### src/rtl/sysid_checker_timer.sv
// Loadable stall counter; tc flags that the next stall cycle
// reaches LIMIT.
module sysid_checker_timer #(
    parameter int LIMIT = 255
) (
    input  logic clock,
    input  logic reset_n,
    input  logic load,
    input  logic en,
    output logic tc
);

    logic [15:0] count;

    always_ff @(posedge clock or negedge reset_n) begin
        if (!reset_n) begin
            count <= '0;
        end else if (load) begin
            count <= '0;
        end else if (en) begin
            count <= count + 16'd1;
        end
    end

    assign tc = (count == 16'(LIMIT - 1));

endmodule

### config.mk
export PLATFORM = sky130hd
export DESIGN_NAME = sysid_checker_timer
export DESIGN_NICKNAME = d
export VERILOG_FILES = /design/src/rtl/sysid_checker_timer.sv
export SDC_FILE = /design/constraint.sdc
export NUM_CORES = 1
export LEC_CHECK = 0
export BUFFER_PORTS_ARGS = -buffer_cell sky130_fd_sc_hd__buf_4
export CAP_MARGIN = 0
export CELL_PAD_IN_SITES_DETAIL_PLACEMENT = 0
export CELL_PAD_IN_SITES_GLOBAL_PLACEMENT = 1
export CORE_ASPECT_RATIO = 1.75
export CORE_MARGIN = 3
export CORE_UTILIZATION = 32
export CTS_CLUSTER_SIZE = 12
export DETAILED_ROUTE_END_ITERATION = 12
export PLACE_DENSITY = 0.56
export SLEW_MARGIN = 20
export SYNTH_ARGS = -nofsm -noshare
export SYNTH_HDL_FRONTEND = slang
export SYNTH_SLANG_ARGS = --single-unit
export TNS_END_PERCENT = 1
### constraint.sdc
create_clock -name clock -period 1.49 [get_ports clock]
set_clock_uncertainty 0.1 [all_clocks]
set_input_delay 0.3725 -clock clock [delete_from_list [all_inputs] [get_ports clock]]
set_output_delay 0.3725 -clock clock [all_outputs]
set_load 0.005 [all_outputs]
==> results.ini <==
[run_status]
outcome = finished, violations left
failed_checks = setup timing

[clock_tree]
cts_buffers = 3
tritoncts = built
worstSkewPairLatency_ps = 250
cts_sinks = 16
cts-root-buf = clkbuf_8
ctsHtreeMaxLevel = 1
cts.path.max_buffers = 2
clk_pin_slew_worst_paths_ps = 70

[synth]
synth_area_um2 = 855
avgSynthCellArea_um2 = 9.60
synth-seq-cells = 16
syn_inst = 89
yosysSeqAreaShare_pct = 46.9
synth_fp_nets = 95
ys_types = 25
ys_warn_count = 0

[layout]
n_fill_cell = 261
layout_common_cells = buf_4 (26), nor2_1 (14), dfrtp_1 (13)
largest-register = count
reg_top3 = count x16
largest_reg_flops = 16
final_net_count = 125
seq_area_um2 = 404
drive_gt1_share_pct = 41.5
antenna_cells = 0
synthToLayoutAreaGrowth_pct = 46.9
post-route-cell-area_um2 = 1250
multi_input_area_um2 = 536
final_common_cell = buf_4

[setup_path]
critPathMaxStageDelay_ps = 380
worstSetupPathType = reg -> out
end_kind = output port
path_cells = inv_1 > ha_1 > nor4b_4 > nand4_1 > nor3_2 > buf_4
r2r-end = count[8]
crit_required_ps = 1020
crit_slowest_cell = dfrtp_1
worstPathArrival_ps = 1430
rr_startpoint = count[0]
rr_worst_depth = 5
regToRegSetupSlack_ps = -190
startpoint_type = flop
worstPathMaxFanout = 2

[power_and_ir_drop]
ir_worst_vdd_v = 0.000582
leakage_nw = 0.541
power_w = 0.000920
powerDensity_nw_per_um2 = 733

[global_route]
grt_pass1_vias = 797
grt_overflow_total = 0
grt_usage_pct = 14.6
grt_max_degree = 18
grt_pass1_wl_mm = 3.49
antenna_found_initial = 0

[flow_run]
drv_cap = 0

[min_path]
worstHoldStart = en
min_path_cells = 3
hold_path_class = in -> reg
min_to = count[1]

[detailed_routing]
dr.first_iter.drc_count = 13
ant_nets = 0
dr_total_vias = 739
avgViaCountPerCell = 5.13
routed_wl_mm = 2.08
drc = 0
drt_pass1_iterations = 2
post_drt_wl_per_cell_um = 14.4

[floorplanning]
core_area_um2 = 2520
die_x_um = 45.1
die_height_um = 74.4
std_cell_rows = 24
ios = 5
start_util_pct = 33.9
die-area_um2 = 3350

[sta]
layout_setup_ws_ps = -412
tightest_slew_ps = 353
setup_tns_ps = -1020
slew_headroom_pct = 76.4
rsz0062_at_grt = yes
max_freq_ghz = 0.526
hold_violations = 0
holdWs_ps = 385
finalSetupViolCount = 8
final.min_clock_period_ps = 1900
period_share_pct = 128
finalMaxSlewViolations = 0

[placed_design]
numPortBuffers = 4
dp_hpwl_mm = 1.54
dpl_cell_area_um2 = 1090
gp_congestion = 0.717

synth_stat cells (all sizes together):
| cell type | n | area (um^2) |
|---|---|---|
| and4 | 1 | 8.76 |
| xor2 | 2 | 17.5 |
| mux2 | 1 | 11.3 |
| a211oi | 1 | 7.51 |
| nand2 | 5 | 18.8 |
| a21oi | 3 | 15.0 |
| dfrtp | 16 | 400 |
| or3 | 5 | 32.5 |
| o21ai | 3 | 15.0 |
| nor3 | 6 | 30.0 |
| ha | 2 | 25.0 |
| nor4 | 3 | 18.8 |
| o2111ai | 1 | 8.76 |
| nor2 | 14 | 52.6 |
| nand4 | 5 | 46.3 |
| nor4b | 1 | 8.76 |
| inv | 3 | 11.3 |
| o211ai | 1 | 12.5 |
| xnor2 | 9 | 78.8 |
| nor2b | 1 | 6.26 |
| nand3 | 3 | 15.0 |
| buf | 3 | 13.8 |
worst max-delay path: cells and delay by family, from the launching register on:
kind / cells / cell delay, ps
adders and majority gates: 1 / 150
buffers and inverters: 2 / 190
DFF: 1 / 380
and+or+nand+nor: 3 / 470
metal layers:
layer | part of all wire [%] | wire (um) | global-route usage [%]
met2 | 58 | 1200 | 26.8
met1 | 38 | 797 | 15.1
met5 | 0 | 0 | 0
met3 | 2.2 | 45 | 2.42
met4 | 1.9 | 39 | 7.82
how the worst max path moves through the flow:
| stage | startpoint | cells after the start | end | slack (ps) |
|---|---|---|---|---|
| floorplan | count[4] | 4 | count[15] | -40 |
| global placement | count[0] | 6 | tc | -170 |
| detailed placement | count[0] | 6 | tc | -250 |
| CTS | count[0] | 6 | tc | -420 |
| global route | count[0] | 6 | tc | -540 |
| finish | count[0] | 6 | tc | -410 |
area by class of cell:
class	count	area share (%)
Tap cell	26	2.59
Timing Repair Buffer	28	17.2
Clock buffer	4	4.39
Inverter	3	0.897
Sequential cell	16	32.2
Multi-Input combinational cell	67	42.7
logic make-up after synthesis:
kind of cell,share of synthesized area [%]
AND/OR/NAND/NOR,27.8
flip-flops,46.9
AO/OA/AOI/OAI,6.88
adder cells (fa/ha/maj),2.93
XOR/XNOR,11.3
multiplexers,1.32
buffers and inverters,2.93
repair_timing:
item / CTS / global route
setup endpoints to repair: 10 / 11
setup buffers: 1 / 0
resized for setup: 8 / 8
hold buffers: 1 / 0
endpoints found under the hold margin: 16 / 0
pin swaps: 3 / 1
per-stage QoR:
step           worst slack (ps)  std cells  utilization [%]
2_1_floorplan             -41.9         89                -
3_3_place_gp               -169        138             43.4
3_5_place_dp               -249        138             43.4
4_1_cts                    -421        144             48.4
5_1_grt                    -543        144             49.8
6_report                   -412        144             49.8
report_power, final:
part           switching [W]  internal [W]
combinational      0.0000444     0.0000413
sequential        0.00000507      0.000440
clock               0.000154      0.000234
Power figures use the tool's default switching activity.
